===== src/rtl/mux2_rr_arbiter_if.sv =====
// Handshake/data bundle between two producers and the 2:1 round-robin arbiter.
// Optional grant counters are present only when MUX2_ARB_STATS_EN is defined.
interface mux2_rr_arbiter_if #(
  parameter int DATA_W = 8
);
  logic [1:0]        req;
  logic [DATA_W-1:0] din0;
  logic [DATA_W-1:0] din1;
  logic [1:0]        gnt;
  logic              sel;
  logic [DATA_W-1:0] dout;
  logic              dout_valid;
`ifdef MUX2_ARB_STATS_EN
  logic [15:0]       gnt_cnt0;
  logic [15:0]       gnt_cnt1;

  modport master (
    output req, din0, din1,
    input  gnt, sel, dout, dout_valid, gnt_cnt0, gnt_cnt1
  );
  modport slave (
    input  req, din0, din1,
    output gnt, sel, dout, dout_valid, gnt_cnt0, gnt_cnt1
  );
`else
  modport master (
    output req, din0, din1,
    input  gnt, sel, dout, dout_valid
  );
  modport slave (
    input  req, din0, din1,
    output gnt, sel, dout, dout_valid
  );
`endif
endinterface


===== src/rtl/mux2_rr_arbiter.sv =====
// Two-requester round-robin arbiter driving a shared 2:1 data mux with bounded hold.
// Define MUX2_ARB_STATS_EN to add saturating per-requester beat counters.
module mux2_rr_arbiter #(
  parameter int DATA_W   = 8,
  parameter int MAX_HOLD = 4
) (
  input logic              clk,
  input logic              rst_n,
  mux2_rr_arbiter_if.slave bus
);

  localparam int              HOLD_W    = (MAX_HOLD > 1) ? $clog2(MAX_HOLD) : 1;
  localparam logic [HOLD_W-1:0] HOLD_LAST = HOLD_W'(MAX_HOLD - 1);

  // State encoding doubles as the one-hot grant vector.
  localparam logic [1:0] S_IDLE = 2'b00;
  localparam logic [1:0] S_G0   = 2'b01;
  localparam logic [1:0] S_G1   = 2'b10;

  generate
    if (MAX_HOLD < 1) begin : g_bad_hold
      $error("mux2_rr_arbiter: MAX_HOLD must be >= 1");
    end
  endgenerate

  logic [1:0]        r_state;
  logic [HOLD_W-1:0] r_hold_cnt;
  logic              r_last;
  logic [DATA_W-1:0] r_dout;
  logic              r_dout_valid;

  logic [1:0]        w_next_state;
  logic [HOLD_W-1:0] w_next_hold;
  logic              w_sel;
  logic              w_own_req;
  logic              w_other_req;
  logic [1:0]        w_other_state;
  logic              w_xfer;
  logic [DATA_W-1:0] w_data;

  assign w_sel         = r_state[1];
  assign w_own_req     = w_sel ? bus.req[1] : bus.req[0];
  assign w_other_req   = w_sel ? bus.req[0] : bus.req[1];
  assign w_other_state = w_sel ? S_G0 : S_G1;
  assign w_data        = w_sel ? bus.din1 : bus.din0;

  always_comb begin
    // NOTE: every signal gets a default before the case so no path leaves it unassigned (no latch).
    w_next_state = r_state;
    w_next_hold  = r_hold_cnt;
    w_xfer       = 1'b0;
    case (r_state)
      S_IDLE: begin
        w_next_hold = '0;
        if (bus.req == 2'b11)  w_next_state = r_last ? S_G0 : S_G1;
        else if (bus.req[0])   w_next_state = S_G0;
        else if (bus.req[1])   w_next_state = S_G1;
      end
      S_G0, S_G1: begin
        if (!w_own_req) begin
          w_next_hold  = '0;
          w_next_state = w_other_req ? w_other_state : S_IDLE;
        end else begin
          w_xfer = 1'b1;
          if (r_hold_cnt == HOLD_LAST) begin
            // Final beat of the hold window: hand over only if the other side waits.
            w_next_hold = '0;
            if (w_other_req) w_next_state = w_other_state;
          end else begin
            w_next_hold = r_hold_cnt + 1'b1;
          end
        end
      end
      default: begin
        w_next_state = S_IDLE;
        w_next_hold  = '0;
      end
    endcase
  end

  // NOTE: sequential state uses non-blocking assignment so all flops update from pre-edge values.
  always_ff @(posedge clk or negedge rst_n) begin
    if (!rst_n) begin
      r_state      <= S_IDLE;
      r_hold_cnt   <= '0;
      r_last       <= 1'b1;
      r_dout       <= '0;
      r_dout_valid <= 1'b0;
    end else begin
      r_state      <= w_next_state;
      r_hold_cnt   <= w_next_hold;
      r_dout_valid <= w_xfer;
      if (w_next_state != S_IDLE) r_last <= w_next_state[1];
      if (w_xfer)                 r_dout <= w_data;
    end
  end

  assign bus.gnt        = r_state;
  assign bus.sel        = r_state[1];
  assign bus.dout       = r_dout;
  assign bus.dout_valid = r_dout_valid;

`ifdef MUX2_ARB_STATS_EN
  logic [15:0] r_gnt_cnt0;
  logic [15:0] r_gnt_cnt1;

  always_ff @(posedge clk or negedge rst_n) begin
    if (!rst_n) begin
      r_gnt_cnt0 <= '0;
      r_gnt_cnt1 <= '0;
    end else if (w_xfer) begin
      if (!w_sel && r_gnt_cnt0 != 16'hFFFF) r_gnt_cnt0 <= r_gnt_cnt0 + 16'd1;
      if ( w_sel && r_gnt_cnt1 != 16'hFFFF) r_gnt_cnt1 <= r_gnt_cnt1 + 16'd1;
    end
  end

  assign bus.gnt_cnt0 = r_gnt_cnt0;
  assign bus.gnt_cnt1 = r_gnt_cnt1;
`endif

endmodule

===== src/flat_wrapper.sv =====
// flat-port wrapper written by rule: the top's interface ports become plain ports
module mux2_rr_arbiter_flat 
#(
  parameter int DATA_W   = 8,
  parameter int MAX_HOLD = 4
)
  (clk, rst_n, bus_req, bus_din0, bus_din1, bus_gnt, bus_sel, bus_dout, bus_dout_valid);
  mux2_rr_arbiter_if #(.DATA_W(DATA_W)) bus_i ();
  input logic clk;
  input logic rst_n;
  input wire logic [$bits(bus_i.req)-1:0] bus_req;
  input wire logic [$bits(bus_i.din0)-1:0] bus_din0;
  input wire logic [$bits(bus_i.din1)-1:0] bus_din1;
  output wire logic [$bits(bus_i.gnt)-1:0] bus_gnt;
  output wire logic [$bits(bus_i.sel)-1:0] bus_sel;
  output wire logic [$bits(bus_i.dout)-1:0] bus_dout;
  output wire logic [$bits(bus_i.dout_valid)-1:0] bus_dout_valid;
  assign bus_i.req = bus_req;
  assign bus_i.din0 = bus_din0;
  assign bus_i.din1 = bus_din1;
  assign bus_gnt = bus_i.gnt;
  assign bus_sel = bus_i.sel;
  assign bus_dout = bus_i.dout;
  assign bus_dout_valid = bus_i.dout_valid;
  mux2_rr_arbiter #(.DATA_W(DATA_W), .MAX_HOLD(MAX_HOLD)) u_core (.clk(clk), .rst_n(rst_n), .bus(bus_i));
endmodule

===== config.mk =====
export PLATFORM = sky130hd
export DESIGN_NAME = mux2_rr_arbiter_flat
export DESIGN_NICKNAME = d
export VERILOG_FILES = /design/src/rtl/mux2_rr_arbiter_if.sv /design/src/rtl/mux2_rr_arbiter.sv /design/src/flat_wrapper.sv
export SDC_FILE = /design/constraint.sdc
export NUM_CORES = 1
export LEC_CHECK = 0
export CORE_MARGIN = 1.5
export CORE_UTILIZATION = 51
export DETAILED_ROUTE_END_ITERATION = 8
export DONT_BUFFER_PORTS = 1
export GPL_TIMING_DRIVEN = 0
export PLACE_DENSITY = 0.75
export SYNTH_ARGS = -nofsm -noshare
export SYNTH_HDL_FRONTEND = slang
export SYNTH_SLANG_ARGS = --single-unit

===== constraint.sdc =====
create_clock -name clk -period 3.75 [get_ports clk]
set_input_delay 0.5625 -clock clk [delete_from_list [all_inputs] [get_ports clk]]
set_output_delay 0.5625 -clock clk [all_outputs]
set_load 0.005 [all_outputs]

* Word-level counts from Yosys, hierarchy flattened
Cells that the tools add are included.
** Storage, ports and cells
- Register bits :: 14
- Bits of input ports :: 20
- Logic and storage cells :: 31
** Operators by class
- Add/subtract/negate cells :: 1
- Equality and inequality tests :: 4
- Multiplexer cells :: 18
- Reduce and logical (&&, ||, !) cells :: 3
** Operators by type and width (number)
- two-way mux 2 bit :: 12
- two-way mux 8 bit :: 1
- == test 2 bit, second input constant :: 3
- two-way mux 1 bit :: 4
- case mux 2 bit (2 select lines) :: 1
- adder 2 x 1 -> 2 bit, second input constant :: 1
- == test 2 x 1 -> 1 bit, second input constant :: 1
- zero test 2 bit :: 1
- nonzero test 2 bit :: 1
- OR reduction 2 bit :: 1

* Longest topological paths before layout
Gate-level depths: netlist of the first run.
- Depth in word-level cells :: 6
- Mapped depth :: 8
- Depth with buffers taken out :: 6

* Least setup slack after synthesis of the first run
OpenSTA, ideal clock, no wires.
- Kind :: reg2reg
- From :: reg u_core.r_state[1] (netlist: u_core.bus.gnt[1])
- To :: reg u_core.r_last
- Setup time :: 0.078 ns
- Arrival time :: 1.978 ns
- Data required time :: 3.672 ns
- Slack :: 1.694 ns
- Cell stages (with the launch flop) :: 9
- Clock period less this slack :: 2.056 ns
- Cells stage by stage :: dfrtp_1 -> buf_6 -> buf_4 -> mux2_2 -> ha_1 -> mux2_1 -> nand3_2 -> o221ai_2 -> a31o_1
** On the way
- Cells in the longest elaborated chain, start to end :: 6
- Elaborated cells between the ends (all ways) :: 16
- Those cells by class :: 2 x eq/ne; 11 x mux; 3 x reduce/logical
** Ends and longest elaborated chain
- start: declaration :: line mux2_rr_arbiter.sv:26 : logic [1:0] r_state;
- start signal: assignment :: line mux2_rr_arbiter.sv:90 : r_state <= w_next_state;
- two-way mux 2 bit / two-way mux 1 bit (equally long branches) :: line mux2_rr_arbiter.sv:44, mux2_rr_arbiter.sv:43
- two-way mux 2 bit :: line mux2_rr_arbiter.sv:68 : if (w_other_req) w_next_state = w_other_state;
- two-way mux 2 bit :: line mux2_rr_arbiter.sv:65 : if (r_hold_cnt == HOLD_LAST) begin
- two-way mux 2 bit :: line mux2_rr_arbiter.sv:60 : if (!w_own_req) begin
- case mux 2 bit (2 select lines) * :: line mux2_rr_arbiter.sv:52 : case (r_state)
- via u_core.w_next_state[1] :: line mux2_rr_arbiter.sv:32 : logic [1:0] w_next_state;
- nonzero test 2 bit :: line mux2_rr_arbiter.sv:93 : if (w_next_state != S_IDLE) r_last <= w_next_state[1];
- end signal: assignment :: line mux2_rr_arbiter.sv:93
- end: declaration :: line mux2_rr_arbiter.sv:28 : logic r_last;
The timed path passes the listed nets; every way through them passes the cells marked *.
A chain may end at the register's enable or synchronous reset.

* Worst setup path in the final report of the first run
Same ends and word-level chain as after synthesis.

==> run metrics, run 1 <==
DRC violations left=0; Clock Skew=just over 0.006 ns; Slew Limit Headroom=a little over three fifths; maximum VDD drop=376 µV; CP max FO=10; CTS sink cnt=14; kind of critical path=flop to flop; Row Count=13; io pins=32; GR Util All Layers=about a fifth; Layout area overhead=7.02%; clk root buf=clkbuf_4; initial drt markers=7; share of layout cells above drive strength 1=18.2%; status=finished clean; # fillers=approximately 130; final-stage net count=102; Slowest cell on crit path=dfrtp_1; Worst Tran Pin Value=around 0.56 ns; Post-Syn Area per Cell=roughly 11 µm²; number of cells on the critical path=8; crit path time final=2.18 ns; # diodes=0; final instance area=between 800 and 900 µm²; initial antenna violation count=0; clk slew on worst S/H paths=~0.070 ns; final wirelength=approximately 1400 µm; Hold WS=between 0.1 and 0.15 ns; leak pwr=between 0.3 and 0.4 nW; Critical Path Source=u_core.bus.gnt[1]$_DFF_PN0_; total negative slack=0 ns; Tcrit/Tclk final=about three fifths; area of placed instances=about 800 µm²; crit-path leading delay family=multiplexers; FF-to-FF Start=u_core.bus.gnt[1]$_DFF_PN0_; largest net degree at the start of global routing=14; DP Cell Count=between 80 and 90; CP Cell Sequence=buf_6 > buf_4 > mux2_2 > ha_1 > mux2_1 > nand3_2 > o221ai_2 > a31o_1; total grt overflow=0; Final Setup Violations=0; critical path required time=roughly 4.0 ns; vias in the first global route=542; setup slack, reg-to-reg=1.57 ns; DRT antenna net count=0; gpl congestion=around 0.82; die width=~42 µm; Final WS setup=~1.6 ns; max cap viols=0; post-CTS sizing=0; worst-case reg-to-reg path depth=8; DR WL/cell=15.0 µm; netlist area before placement=around 800 µm²; total vias in the final route=roughly 540; Ys Warns=0; worst-case clock buffer depth=2; post-synth cell types=27; sequential share of the synthesized area=between 40% and 50%; area of the multi-input gates=between 300 and 400 µm²; Die ar.=1780 µm²; Final Max Slew Viols=0; Placeable Area=~1400 µm²; RR Endpoint=u_core.r_last$_DFFE_PN1P_; first-pass GRT wire length=2550 µm; Worst Setup EP=u_core.r_last$_DFFE_PN1P_; first drt pass iteration count=4; f_max=458 MHz; Setup WS pre-CTS=about 1.6 ns; fin util=61.4%; cell count after synthesis=72; die height=between 40 and 50 µm; Clk Latency, worst-skew pair=approximately 0.27 ns; CTS tree=yes; RSZ-0062 raised after global routing=no; cts bufs inserted=3; WP data arrival=2.39 ns; H-tree depth=1; PD cells=slightly above 800 nW/µm²; Starting Density=57.4%; Finished Layout Cells=between 90 and 100; register area=between 300 and 400 µm²; #FFs+latches synth=14; Critical Path Max Stage Delay=0.45 ns; Mapped Nets=96; Pwr Total=~0.7 mW; CP startpoint kind=flop; worst min path class=primary input to asynchronous set/reset pin; crit end category=flop; port bufs=0; Worst Path Buf+Inv=2; Hold Vio Cnt, Final=0; Post-DP HPWL=1050 µm; DR vias/cell=~5.8
==> cell usage after synthesis (all sizes together) <==
master	n	area, µm²
o21ai	8	40.0
or2	1	6.26
and3	1	6.26
a41oi	1	8.76
nor2	1	3.75
nand3	1	10.0
o221ai	3	32.5
nand2	11	48.8
inv	3	11.3
dfrtp	13	325
nand2b	3	18.8
a31oi	1	6.26
a31o	1	8.76
mux2i	8	80.1
nor3	1	5.00
ha	4	50.1
dfstp	1	26.3
mux2	3	37.5
a2bb2oi	1	8.76
nor2b	2	12.5
buf	4	37.5
==> how the worst min path moves through the flow <==
stage / startpoint / endpoint / slack (ns) / cells after the start
after global placement: rst_n / u_core.bus.dout_valid$_DFF_PN0_ / 0.27 / 0
after global routing: rst_n / u_core.r_last$_DFFE_PN1P_ / 0.11 / 0
after detailed placement: rst_n / u_core.bus.dout[5]$_DFFE_PN0P_ / 0.27 / 0
after floorplan: rst_n / u_core.bus.dout[0]$_DFFE_PN0P_ / 0.27 / 0
final: rst_n / u_core.r_last$_DFFE_PN1P_ / 0.13 / 0
after CTS: rst_n / u_core.r_last$_DFFE_PN1P_ / 0.12 / 0
==> cell type report <==
type                    instances  area share, %
plain buffers                   4           4.47
clock buffers                   4           3.13
inverters                       3           1.34
multi-input cells              51           45.8
flip-flops and latches         14           41.9
well taps                      15           2.24
repair buffers                  1           1.19
==> repair_timing <==
action | 4_1_cts | 5_1_grt
buffers inserted | 0 | 0
hold endpoints to repair | 13 | 0
hold buffers | 1 | 0
==> placed cells by master, fill, tap and decap left out, types with 2 or more instances in the layout <==
cell type | netlist | final
dfrtp_1 | 13 | 13
nand2_1 | 10 | 10
mux2i_1 | 8 | 8
o21ai_0 | 7 | 7
ha_1 | 4 | 4
inv_1 | 3 | 3
nand2b_1 | 3 | 3
clkbuf_4 | 0 | 3
buf_6 | 2 | 2
buf_4 | 2 | 2
nor2b_1 | 2 | 2
o221ai_1 | 2 | 2
==> registers in the layout, summed over array words and instances (netlist names) <==
register               cells
u_core.r_hold_cnt          2
u_core.r_last              1
u_core.bus.gnt             2
u_core.bus.dout            8
u_core.bus.dout_valid      1
==> power by group <==
part	internal [mW]	total (mW)	switching, mW	leakage (nW)
Sequential	0.225	0.277	0.0528	0.175
Clock	0.0412	0.0853	0.0441	0.0150
Combinational	0.159	0.335	0.176	0.210
Total	0.425	0.698	0.273	0.400
==> worst reg2reg max path, delay by kind of cell, from the launching register on <==
family          cells  cell delay [ns]
simple gates        1             0.08
buf+inv             2             0.37
flops               1             0.45
fa+ha+maj           1             0.26
compound gates      2             0.30
mux                 2             0.66
==> per-layer routing <==
metal / wire length (µm) / global-route usage, %
met2: 638 / 28.0
met5: 0 / 0
met1: 635 / 25.9
met4: 6 / 3.75
met3: 99 / 7.33
==> cell families after synthesis <==
| kind of cell | share of synthesized area [%] |
|---|---|
| buf+inv | 6.22 |
| fa+ha+maj | 6.38 |
| compound gates | 13.4 |
| simple gates | 14.2 |
| flops | 44.8 |
| mux | 15.0 |
No activity file was read; power rests on OpenSTA's default activity.
==> run 2, diff against run 1 <==
- ABC_AREA: unset -> 1
- clock period: 3.75 -> 2.23 ns (I/O delays scaled with it)
==> run metrics, run 2 <==
RR Endpoint=u_core.bus.dout[2]$_DFFE_PN0P_ (was u_core.r_last$_DFFE_PN1P_); Synth area leaders=dfrtp_1 (42%), nand2_1 (17%), ha_1 (6.5%), a31oi_1 (5.7%), inv_1 (4.9%) (was dfrtp_1 (41%), mux2i_1 (10%), ha_1 (6.4%), nand2_1 (4.8%), o21ai_0 (4.5%)); setup slack, reg-to-reg=0.20 ns (was 1.57 ns); fin util=61.8% (was 61.4%); area of placed instances=788 µm² (was 803 µm²); leak pwr=0.425 nW (was 0.400 nW); Ys Warns=0 (unchanged); DRC violations left=0 (unchanged); vias in the first global route=613 (was 542); maximum VDD drop=730 µV (was 376 µV); Starting Density=57.0% (was 57.4%); largest net degree at the start of global routing=15 (was 14); commonest non-fill, non-tap cell in the layout=nand2_1 (was dfrtp_1); DR WL/cell=13.4 µm (was 15.0 µm); cts bufs inserted=3 (unchanged); post-CTS sizing=0 (unchanged); total grt overflow=0 (unchanged); most instantiated library cell after synthesis=nand2_1 (was dfrtp_1); # diodes=0 (unchanged); first-pass GRT wire length=2590 µm (was 2550 µm); #FFs+latches synth=14 (unchanged); gpl congestion=0.766 (was 0.819); Finished Layout Cells=116 (was 92); FF-to-FF Start=u_core.bus.gnt[1]$_DFF_PN0_ (unchanged); total negative slack=0 ns (unchanged); Row Count=13 (unchanged); Post-Syn Area per Cell=8.02 µm² (was 10.9 µm²); Synth area leader=dfrtp_1 (unchanged); io pins=32 (unchanged); final-stage net count=126 (was 102); Pwr Total=1.21 mW (was 0.698 mW); Worst Tran Pin Value=0.600 ns (was 0.555 ns); clk root buf=clkbuf_4 (unchanged); status=finished clean (unchanged); post-synth cell types=21 (was 27); initial drt markers=3 (was 7); CP startpoint kind=flop (unchanged); Hold Path End=u_core.bus.dout[5]$_DFFE_PN0P_; WP data arrival=2.25 ns (was 2.39 ns); cell count after synthesis=96 (was 72); critical path required time=2.45 ns (was 3.95 ns); Clk Latency, worst-skew pair=0.29 ns (was 0.27 ns); Tcrit/Tclk final=91.1% (was 58.2%); initial antenna violation count=0 (unchanged); Worst Min Path Start=bus_din0[5]; worst min path class=primary input to flop (was primary input to asynchronous set/reset pin); clk slew on worst S/H paths=0.08 ns (was 0.07 ns); Slew Limit Headroom=59.9% (was 62.9%); Post-DP HPWL=1180 µm (was 1050 µm); Die ar.=1750 µm² (was 1780 µm²); number of flops mapped to enable cells by yosys=0 (unchanged); crit path time final=2.03 ns (was 2.18 ns); Placeable Area=1350 µm² (was 1370 µm²); GR Util All Layers=19.9% (was 18.7%); max reg flops=8 (unchanged); hold path cells=2; dominant synthesized flop cell=dfrtp_1 (unchanged); sequential share of the synthesized area=45.7% (was 44.8%); DP Cell Count=111 (was 87); die height=41.8 µm (was 42.2 µm); CTS tree=yes (unchanged); Final Max Slew Viols=0 (unchanged); final instance area=835 µm² (was 840 µm²); share of layout cells above drive strength 1=12.9% (was 18.2%); first drt pass iteration count=4 (unchanged); Post-synth top cells=nand2_1 (34), dfrtp_1 (13), inv_1 (10) (was dfrtp_1 (13), nand2_1 (10), mux2i_1 (8)); crit end category=flop (unchanged); post-synth top area share=42.3% (was 41.5%); RSZ-0062 raised after global routing=no (unchanged); Final WS setup=0.199 ns (was 1.57 ns); worst-case clock buffer depth=2 (unchanged); kind of critical path=flop to flop (unchanged); area of the multi-input gates=349 µm² (was 384 µm²); H-tree depth=1 (unchanged); Clock Skew=0.00315 ns (was 0.00604 ns); Final Setup Violations=0 (unchanged); DRT antenna net count=0 (unchanged); netlist area before placement=769 µm² (was 785 µm²); Hold WS=0.184 ns (was 0.129 ns); port bufs=0 (unchanged); # fillers=122 (was 127); f_max=492 MHz (was 458 MHz); DR vias/cell=5.48 (was 5.82); ys async rst share=100% (unchanged); PD cells=1450 nW/µm² (was 831 nW/µm²); max cap viols=0 (unchanged); CP max FO=10 (unchanged); Layout area overhead=8.46% (was 7.02%); highest-count cells in the layout ignoring fill and taps=nand2_1 (34), dfrtp_1 (13), inv_1 (10), nor2_1 (9), a31oi_1 (7) (was dfrtp_1 (13), nand2_1 (10), mux2i_1 (8), o21ai_0 (7), ha_1 (4)); Mapped Nets=120 (was 96); Hold Vio Cnt, Final=0 (unchanged); worst-case reg-to-reg path depth=7 (was 8); total vias in the final route=636 (was 535); final wirelength=1560 µm (was 1380 µm); die width=41.8 µm (was 42.2 µm); CTS sink cnt=14 (unchanged); Setup WS pre-CTS=0.193 ns (was 1.57 ns); register area=352 µm² (unchanged)
## run 2: what timing repair did
action | 4_1_cts | 5_1_grt
hold buffers | 1 | 0
hold endpoints to repair | 14 | 0
buffers inserted | 0 | 0
## run 2: how the worst max path moves through the flow
stage,from,to,slack (ns),cells after the start
after global placement,u_core.bus.gnt[1]$_DFF_PN0_,u_core.bus.dout[2]$_DFFE_PN0P_,0.23,7
after CTS,u_core.bus.gnt[1]$_DFF_PN0_,u_core.bus.dout[2]$_DFFE_PN0P_,0.18,7
after global routing,u_core.bus.gnt[1]$_DFF_PN0_,u_core.bus.dout[2]$_DFFE_PN0P_,0.06,7
after floorplan,u_core.bus.gnt[1]$_DFF_PN0_,u_core.bus.dout[2]$_DFFE_PN0P_,0.54,7
after detailed placement,u_core.bus.gnt[1]$_DFF_PN0_,u_core.bus.dout[2]$_DFFE_PN0P_,0.19,7
final,u_core.bus.gnt[1]$_DFF_PN0_,u_core.bus.dout[2]$_DFFE_PN0P_,0.20,7
## run 2: kinds of logic after synthesis
family / Yosys count / share of synthesized area (%)
AO/OA/AOI/OAI: 13 / 13.0
buffers and inverters: 15 / 8.94
adder cells (fa/ha/maj): 4 / 6.50
AND/OR/NAND/NOR: 50 / 25.9
flip-flops: 14 / 45.7
## run 2: final cells by class
cell class / instances / share of cell area (%)
Tap cell: 15 / 2.25
Inverter: 11 / 4.95
Clock buffer: 4 / 4.35
Timing Repair Buffer: 1 / 1.20
Buffer: 4 / 3.30
Sequential cell: 14 / 42.1
Multi-Input combinational cell: 67 / 41.8
## run 2: power by group
part	switching, mW	leakage, nW	internal, mW	total (mW)
sequential	0.103	0.165	0.383	0.486
combinational	0.319	0.239	0.224	0.543
clock	0.0842	0.0210	0.0998	0.184
## run 2: critical path: stages, from the launching register on
cell      delay [ns]
dfrtp_1         0.51
inv_2           0.09
clkbuf_1        0.24
ha_1            0.40
a21boi_4        0.34
buf_6           0.19
nor2_2          0.04
a31oi_2         0.13
## run 2: metal layers
| layer | GRT usage (%) | wire length, µm | vias to the layer above |
|---|---|---|---|
| li1 | - | - | 315 |
| met1 | 22.1 | 630 | 290 |
| met2 | 34.1 | 790 | 28 |
| met3 | 8.70 | 111 | 3 |
| met4 | 5.81 | 23 | 0 |
| met5 | 0 | 0 | - |
==> run 3, diff against run 2 <==
- CORE_MARGIN: 1.5 -> unset
==> run metrics, run 3 (same netlist as run 2, synthesis figures left out) <==
GR Layer Usage met2=33.6% (was 34.1%); CTS tree=yes (unchanged); io pins=32 (unchanged); clk slew on worst S/H paths=0.09 ns (was 0.08 ns); kind of critical path=flop to flop (unchanged); WP data arrival=2.24 ns (was 2.25 ns); status=finished clean (unchanged); Starting Density=57.0% (unchanged); vias in the first global route=577 (was 613); Die ar.=1670 µm² (was 1750 µm²); max reg flops=8 (unchanged); GR Util All Layers=20.6% (was 19.9%); Tcrit/Tclk final=91.1% (about the same); PD cells=1450 nW/µm² (about the same); worst min path class=primary input to flop (unchanged); gpl congestion=0.774 (was 0.766); CTS sink cnt=14 (unchanged); register area=352 µm² (unchanged); Slew Limit Headroom=58.7% (was 59.9%); Clk Latency, worst-skew pair=0.28 ns (was 0.29 ns); DR vias/cell=5.49 (was 5.48); # fillers=112 (was 122); cts bufs inserted=3 (unchanged); largest net degree at the start of global routing=15 (unchanged); maximum VDD drop=536 µV (was 730 µV); Clock Skew=0.00482 ns (was 0.00315 ns); leak pwr=0.425 nW (unchanged); f_max=492 MHz (about the same); total grt overflow=0 (unchanged); Placeable Area=1350 µm² (unchanged); die width=40.8 µm (was 41.8 µm); # diodes=0 (unchanged); worst-case clock buffer depth=2 (unchanged); final wirelength=1540 µm (was 1560 µm); final-stage net count=126 (unchanged); share of layout cells above drive strength 1=12.9% (unchanged); initial drt markers=7 (was 3); DP Cell Count=111 (unchanged); commonest non-fill, non-tap cell in the layout=nand2_1 (unchanged); Worst Tran Pin Value=0.618 ns (was 0.600 ns); total negative slack=0 ns (unchanged); DRT antenna net count=0 (unchanged); grt met3 use=5.43% (was 8.70%); initial antenna violation count=0 (unchanged); GRT Max-Usage Layer=met2 (unchanged); crit end category=flop (unchanged); CP max FO=10 (unchanged); Post-DP HPWL=1080 µm (was 1180 µm); RSZ-0062 raised after global routing=no (unchanged); highest-count cells in the layout ignoring fill and taps=nand2_1 (34), dfrtp_1 (13), inv_1 (10), nor2_1 (9), a31oi_1 (7) (unchanged); critical path required time=2.44 ns (was 2.45 ns); area of the multi-input gates=349 µm² (unchanged); Finished Layout Cells=116 (unchanged); DRC violations left=0 (unchanged); Hold Vio Cnt, Final=0 (unchanged); Row Count=13 (unchanged); CP startpoint kind=flop (unchanged); first-pass GRT wire length=2260 µm (was 2590 µm); clk root buf=clkbuf_4 (unchanged); DR WL/cell=13.3 µm (was 13.4 µm); GR Util met1=25.0% (was 22.1%); total vias in the final route=637 (was 636); crit path time final=2.03 ns (about the same); port bufs=0 (unchanged); max cap viols=0 (unchanged); first drt pass iteration count=3 (was 4); Final Setup Violations=0 (unchanged); Final Max Slew Viols=0 (unchanged); Layout area overhead=8.46% (unchanged); H-tree depth=1 (unchanged); die height=40.8 µm (was 41.8 µm)
## run 3: path summary, 6_finish.rpt
path / from / endpoint / slack, ns / cells after the start
setup / recovery: u_core.bus.gnt[1]$_DFF_PN0_ / u_core.bus.dout[2]$_DFFE_PN0P_ / 0.20 / 7
hold / removal: bus_din0[4] / u_core.bus.dout[4]$_DFFE_PN0P_ / 0.20 / 2
setup reg to reg: u_core.bus.gnt[1]$_DFF_PN0_ / u_core.bus.dout[2]$_DFFE_PN0P_ / 0.20 / 7
hold reg to reg: u_core.r_hold_cnt[0]$_DFF_PN0_ / u_core.r_hold_cnt[0]$_DFF_PN0_ / 0.46 / 1
max in group asynchronous: rst_n / u_core.r_hold_cnt[0]$_DFF_PN0_ / 1.33 / 1
min in group asynchronous: rst_n / u_core.bus.dout_valid$_DFF_PN0_ / 0.50 / 1
## run 3: final cells by class
cell class                 instances  share of cell area [%]
clock buffer                       4                    4.35
timing repair buffer               1                    1.20
sequential                        14                    42.1
tap                               15                    2.25
buffer                             4                    3.30
multi-input combinational         67                    41.8
inverter                          11                    4.95
## run 3: stage by stage
step / hold slack (ns) / utilization (%) / setup WS (ns) / power, mW / instance area (µm²)
final: 0.197 / 61.8 / 0.198 / 1.21 / 835
after global routing: 0.206 / 61.8 / 0.0463 / 1.32 / 835
after global placement: 0.0392 / 58.4 / 0.212 / 1.00 / 788
after CTS: 0.201 / 61.8 / 0.192 / 1.21 / 835
after detailed placement: 0.0392 / 58.4 / 0.211 / 1.02 / 788
after floorplan: 0.0389 / - / 0.537 / 0.908 / 769
## run 3: metal layers
layer | wire length [µm] | part of all wire (%)
met2 | 684 | 44
met4 | 20 | 1.3
met1 | 729 | 47
met5 | 0 | 0
met3 | 107 | 6.9
## run 3: timing repair
action | CTS | global route
hold buffers | 1 | 0
resized for setup | 0 | 0
buffers inserted | 0 | 0
hold endpoints to repair | 14 | 0
## run 3: worst max-delay path, stage by stage (launching register included)
cell,delay (ns)
dfrtp_1,0.52
inv_2,0.10
clkbuf_1,0.25
ha_1,0.39
a21boi_4,0.34
buf_6,0.20
nor2_2,0.04
a31oi_2,0.12
## run 3: report_power, final
group / leakage (nW) / switching (mW) / total, mW / internal, mW
Combinational: 0.239 / 0.316 / 0.538 / 0.222
Sequential: 0.165 / 0.102 / 0.485 / 0.383
Clock: 0.0210 / 0.0844 / 0.184 / 0.0993
